==> config.mk <==
export PLATFORM = sky130hd
export DESIGN_NAME = io_port_peripheral
export DESIGN_NICKNAME = d
export VERILOG_FILES = /design/src/rtl/io_port_peripheral.sv
export SDC_FILE = /design/constraint.sdc
export NUM_CORES = 1
export LEC_CHECK = 0
export CELL_PAD_IN_SITES_DETAIL_PLACEMENT = 0
export CELL_PAD_IN_SITES_GLOBAL_PLACEMENT = 2
export CORE_AREA = 2 2 140 142
export DETAILED_ROUTE_END_ITERATION = 8
export DIE_AREA = 0 0 142 144
export GPL_TIMING_DRIVEN = 0
export PLACE_DENSITY_LB_ADDON = 0.2
export SLEW_MARGIN = 0
export SYNTH_ARGS = -nofsm -noshare
export SYNTH_HDL_FRONTEND = slang
export SYNTH_SLANG_ARGS = --single-unit
==> constraint.sdc <==
create_clock -name Clock -period 6.4 [get_ports Clock]
set_input_delay 1.6 -clock Clock [delete_from_list [all_inputs] [get_ports Clock]]
set_output_delay 1.6 -clock Clock [all_outputs]
set_load 0.01 [all_outputs]
==> src/rtl/io_port_peripheral.sv <==
// Loopback peripheral for the CPU I/O ports: captures out-port writes into a FIFO and
// replays them to the in-port with a strobe. Define IO_RD_RETRY_EN to re-strobe unconsumed words.
module io_port_peripheral #(
    parameter int DATA_WIDTH   = 32,
    parameter int FIFO_DEPTH   = 4,
    parameter int RETRY_CYCLES = 16
) (
    input  logic                          Clock,
    input  logic                          clear,
    input  logic                          out_wr,
    input  logic [DATA_WIDTH-1:0]         out_data,
    input  logic                          in_rd,
    output logic [DATA_WIDTH-1:0]         input_data,
    output logic                          strobe,
    output logic                          pending,
    output logic [$clog2(FIFO_DEPTH):0]   fifo_count,
    output logic                          overflow
);

    localparam int AW = $clog2(FIFO_DEPTH);

    typedef enum logic [1:0] {IDLE, PRESENT, STROBE, WAIT_RD} state_t;

    state_t                state, state_d;
    logic                  out_wr_q, in_rd_q;
    logic                  wr_rise, rd_rise;
    logic [DATA_WIDTH-1:0] mem [FIFO_DEPTH];
    logic [AW-1:0]         wr_ptr, rd_ptr;
    logic                  full, push, pop;
    logic                  strobe_d, pending_d;

`ifdef IO_RD_RETRY_EN
    localparam int RW = $clog2(RETRY_CYCLES + 1);
    logic [RW-1:0] retry_cnt, retry_cnt_d;
`endif

    assign wr_rise = out_wr & ~out_wr_q;
    assign rd_rise = in_rd & ~in_rd_q;
    assign full    = (fifo_count == (AW+1)'(FIFO_DEPTH));
    assign push    = wr_rise & ~full;

    always_comb begin
        state_d   = state;
        pop       = 1'b0;
        strobe_d  = 1'b0;
        pending_d = pending;
`ifdef IO_RD_RETRY_EN
        retry_cnt_d = retry_cnt;
`endif
        case (state)
            IDLE: begin
                if (fifo_count != '0) state_d = PRESENT;
            end
            PRESENT: begin
                pop      = 1'b1;
                strobe_d = 1'b1;
                state_d  = STROBE;
`ifdef IO_RD_RETRY_EN
                retry_cnt_d = '0;
`endif
            end
            STROBE: begin
                pending_d = 1'b1;
                state_d   = WAIT_RD;
`ifdef IO_RD_RETRY_EN
                retry_cnt_d = retry_cnt + 1'b1;
`endif
            end
            WAIT_RD: begin
                if (rd_rise) begin
                    pending_d = 1'b0;
                    state_d   = IDLE;
                end
`ifdef IO_RD_RETRY_EN
                // Counter restarts on each strobe edge, so pulses are RETRY_CYCLES apart.
                else if (retry_cnt == RW'(RETRY_CYCLES - 1)) begin
                    strobe_d    = 1'b1;
                    retry_cnt_d = '0;
                end else begin
                    retry_cnt_d = retry_cnt + 1'b1;
                end
`endif
            end
            default: state_d = IDLE;
        endcase
    end

    always_ff @(posedge Clock) begin
        if (clear) begin
            state      <= IDLE;
            out_wr_q   <= 1'b0;
            in_rd_q    <= 1'b0;
            input_data <= '0;
            strobe     <= 1'b0;
            pending    <= 1'b0;
            fifo_count <= '0;
            overflow   <= 1'b0;
            wr_ptr     <= '0;
            rd_ptr     <= '0;
`ifdef IO_RD_RETRY_EN
            retry_cnt  <= '0;
`endif
        end else begin
            state    <= state_d;
            out_wr_q <= out_wr;
            in_rd_q  <= in_rd;
            strobe   <= strobe_d;
            pending  <= pending_d;
`ifdef IO_RD_RETRY_EN
            retry_cnt <= retry_cnt_d;
`endif
            if (pop) begin
                input_data <= mem[rd_ptr];
                rd_ptr     <= rd_ptr + 1'b1;
            end
            if (push) wr_ptr <= wr_ptr + 1'b1;
            if (wr_rise && full) overflow <= 1'b1;
            case ({push, pop})
                2'b10:   fifo_count <= fifo_count + 1'b1;
                2'b01:   fifo_count <= fifo_count - 1'b1;
                default: fifo_count <= fifo_count;
            endcase
        end
    end

    always_ff @(posedge Clock) begin
        if (!clear && push) mem[wr_ptr] <= out_data;
    end

endmodule

==> metrics.md, run 1 <==
| Metric | Value |
|---|---|
| Final min period | `between 3 and 4 ns` |
| Starting DRT DRC Count | `between 100 and 150` |
| Cts bufs inserted | `17` |
| Slew at the pin closest to its max-slew limit | `around 0.70 ns` |
| Clock transition at the registers of the reported paths | `around 0.07 ns` |
| Hold slack | `~0.48 ns` |
| Clock Path Buffers | `2` |
| Hold WC Path Type | `reg -> reg` |
| Antenna viol nets, final | `0` |
| Hold Vio Cnt, Final | `0` |
| Required time of the critical path | `about 6.5 ns` |
| PwrDens | `roughly 380 nW/um2` |
| Sequential Power Share | `0.437` |
| Post-cts sizing count | `0` |
| Via count | `roughly 3,300` |
| CP peak stage delay | `around 0.60 ns` |
| Total Wirelength | `around 12,000 um` |
| Fmax achieved | `0.298 GHz` |
| Multi-input gate area | `1610 um2` |
| Synth top area share | `0.588` |
| Chip height | `144 um` |
| Pins over their slew limit | `0` |
| Via density | `4.65` |
| H-tree levels | `4` |
| Initial antenna violation count | `0` |
| Finished Cell Area | `8240 um2` |
| Total of max-cap violations | `0` |
| Post-CTS Setup Bufs | `0` |
| Dpl cell area | `roughly 7700 um2` |
| Critical path's top delay family | `buffers and inverters` |
| # DRC | `0` |
| Critical Path, Cell by Cell | `clkdlybuf4s50_1, nand2b_1, a211oi_1, and2_2, buf_16` |
| Slowest cell on crit path | `and2_2` |
| Net Switching | `approximately 0.00082 W` |
| Sw frac | `0.261` |
| Critical Path Sink Type | `register` |
| Synth area leaders | `edfxtp_1 59%, dfxtp_1 14%, mux4_2 9.6%` |
| Clock Skew | `0.00438 ns` |
| Total clock sinks | `between 150 and 200` |
| Startpoint type of the worst setup path | `primary input` |
| Cell taking the most area after synthesis | `edfxtp_1` |
| Register area share after synthesis | `0.729` |
| Post-DP HPWL | `~7900 um` |
| Setup tns final | `0 ns` |
| Share of layout cells above drive strength 1 | `0.162` |
| Clock power share | `0.316` |
| Die width | `between 100 and 150 um` |
| # port buffers | `73` |
| Core area | `between 15,000 and 20,000 um2` |
| Synth warnings | `0` |
| TritonCTS clock tree | `built` |
| Combinational share of power | `0.247` |
| Rows | `around 50` |
| Yosys reg bits | `174` |
| N_diodes | `0` |
| Wire length per cell | `around 18 um` |
| Relative max-transition margin | `0.531` |
| Peak VDD IR | `0.000221 V` |
| Post-Syn Instances | `353` |
| Largest net degree at the start of global routing | `26` |
| Cell leakage power | `around 2.7 nW` |
| Synth cell types | `29` |
| Hold_buf cts | `0` |
| Critical path arrival | `3.48 ns` |
| RSZ-0062 raised after global routing | `no` |
| Internal power | `0.00233 W` |
| Synth Area per Inst | `approximately 19 um2` |
| Net Count, Synth | `400` |
| I/O pin total | `74` |
| Synthesized area | `roughly 6500 um2` |
| Vias in the first global route | `3,304` |
| GRT Overall Usage | `0.128` |
| Crit Path Class | `in -> reg` |
| Overflow left after global routing | `0` |
| First-pass GRT wire length | `18,700 um` |
| Maximum fanout along the worst path | `17` |
| Initial Util | `0.343` |
| Layout Nets | `496` |
| Clk_lat worst skew | `0.41 ns` |
| Period utilization | `0.525` |
| Full die area | `approximately 20,000 um2` |
| Status | `completed` |
| WP buf/inv | `2` |
| Area delta synth->final | `25.9%` |
| GPL Wtd Cong | `roughly 0.65` |
| Register area | `roughly 4800 um2` |
| TritonRoute pass-1 iters | `4` |
| Setup Viol. Count Final | `0` |
| Fillcell total | `1,693` |
| Clock root cell | `clkbuf_16` |
[path summary, 6_finish.rpt]
| check | from | endpoint | slack, ns | depth (start not counted) |
|---|---|---|---|---|
| worst min register to register | overflow | overflow | 0.48 | 2 |
| worst max register to register | fifo_count[0] | fifo_count[2] | 4.22 | 9 |
| worst max-delay path | out_wr | mem[3][1] | 3.04 | 5 |
| worst min-delay path | overflow | overflow | 0.48 | 2 |
[cells in the final DEF, fill, tap and decap left out, types with 2 or more instances in the layout]
cell type          n
nand2b_1           7
clkdlybuf4s50_1   73
ha_1              10
mux2i_1           35
buf_2              5
clkinv_2           2
mux4_1             4
inv_6              4
and2_2             4
a21oi_1            4
xor2_1             3
nor2_1            42
nor2b_1            4
bufinv_16          2
buf_4              2
buf_16             2
clkbuf_1           7
inv_1             10
clkinv_1           4
buf_12             5
clkbuf_16         17
dfxtp_1           46
mux4_2            28
edfxtp_1         128
[flip-flops by register name, summed over array words and instances, names as in the netlist]
register    cells
fifo_count      3
in_rd_q         1
input_data     32
mem           128
out_wr_q        1
overflow        1
pending         1
rd_ptr          2
state           2
strobe          1
wr_ptr          2
[worst register-to-register path: stages, from the launching register on]
cell and delay (ns):
dfxtp_1 0.34, nor2_1 0.28, a21oi_1 0.20, inv_1 0.09
ha_1 0.17, inv_1 0.06, fa_1 0.37, xor2_1 0.16
or3_1 0.30, a21oi_1 0.14
[cell families after synthesis]
family / synth area share
adders and majority gates: 0.0222
xor gates and xnor gates: 0.00536
and+or+nand+nor: 0.0411
AOI/OAI and AO/OA: 0.00880
DFF: 0.729
buffers and inverters: 0.0262
muxes: 0.168
[final cells by class]
class	instances	share of cell area
inverters	10	0.00456
clock buffers	18	0.0521
clock inverters	14	0.0169
flip-flops and latches	174	0.578
multi-input cells	152	0.195
plain buffers	17	0.0163
well taps	238	0.0362
repair buffers	77	0.100
[stage by stage]
step                power (W)  instances  setup WS (ns)   util
CTS                   0.00320        700           3.06  0.432
detailed placement    0.00220        668           2.63  0.402
global placement      0.00218        664           1.84  0.397
floorplan             0.00192        353           3.21      -
global route          0.00331        700           2.96  0.432
finish                0.00315        700           3.04  0.432
[power by group through the flow]
stage                     sequential [W]  combinational, W  clock (W)
after floorplan                  0.00142          0.000496          0
after global placement           0.00140          0.000782          0
after detailed placement         0.00140          0.000798          0
after CTS                        0.00138          0.000799    0.00102
after global routing             0.00139          0.000860    0.00107
final                            0.00138          0.000778   0.000994
[cells in the mapped netlist]
cell type and n:
mux4_2 28, nor2b_1 4, mux4_1 4, nand2b_1 7, o21bai_1 1, edfxtp_1 128, nand2_1 1, o21ai_0 1
clkbuf_1 6, a211oi_1 1, and2_1 4, nand3b_1 1, a32oi_1 1, or3_1 1, a41oi_1 1, xor2_1 3
mux2i_1 35, fa_1 1, dfxtp_1 46, a21oi_1 4, buf_12 3, nor2_1 42, buf_2 5, buf_6 1
ha_1 10, xnor2_1 1, inv_1 10, mux2_2 1, buf_4 2
[routing by layer]
| metal | wire (um) | track usage |
|---|---|---|
| met4 | 151 | 0.0426 |
| met3 | 375 | 0.0361 |
| met5 | 0 | 0 |
| met2 | 6360 | 0.220 |
| met1 | 5370 | 0.155 |
Note: power is estimated with default switching activity, not from simulation.
==> inputs of run 2 (changes only) <==
- clock period: 6.4 -> 3 ns (I/O delays scaled with it)
==> results of run 2 <==
The final DEF is identical to that of run 1. Status: completed.
Among the figures that moved: setup slack after placement 2.63 ns -> 0.0777 ns; setup slack after layout 3.04 ns -> 0.490 ns; register-to-register setup slack 4.22 ns -> 0.82 ns; total power 0.00315 W -> 0.00672 W; worst IR drop on VDD 0.000221 V -> 0.000472 V
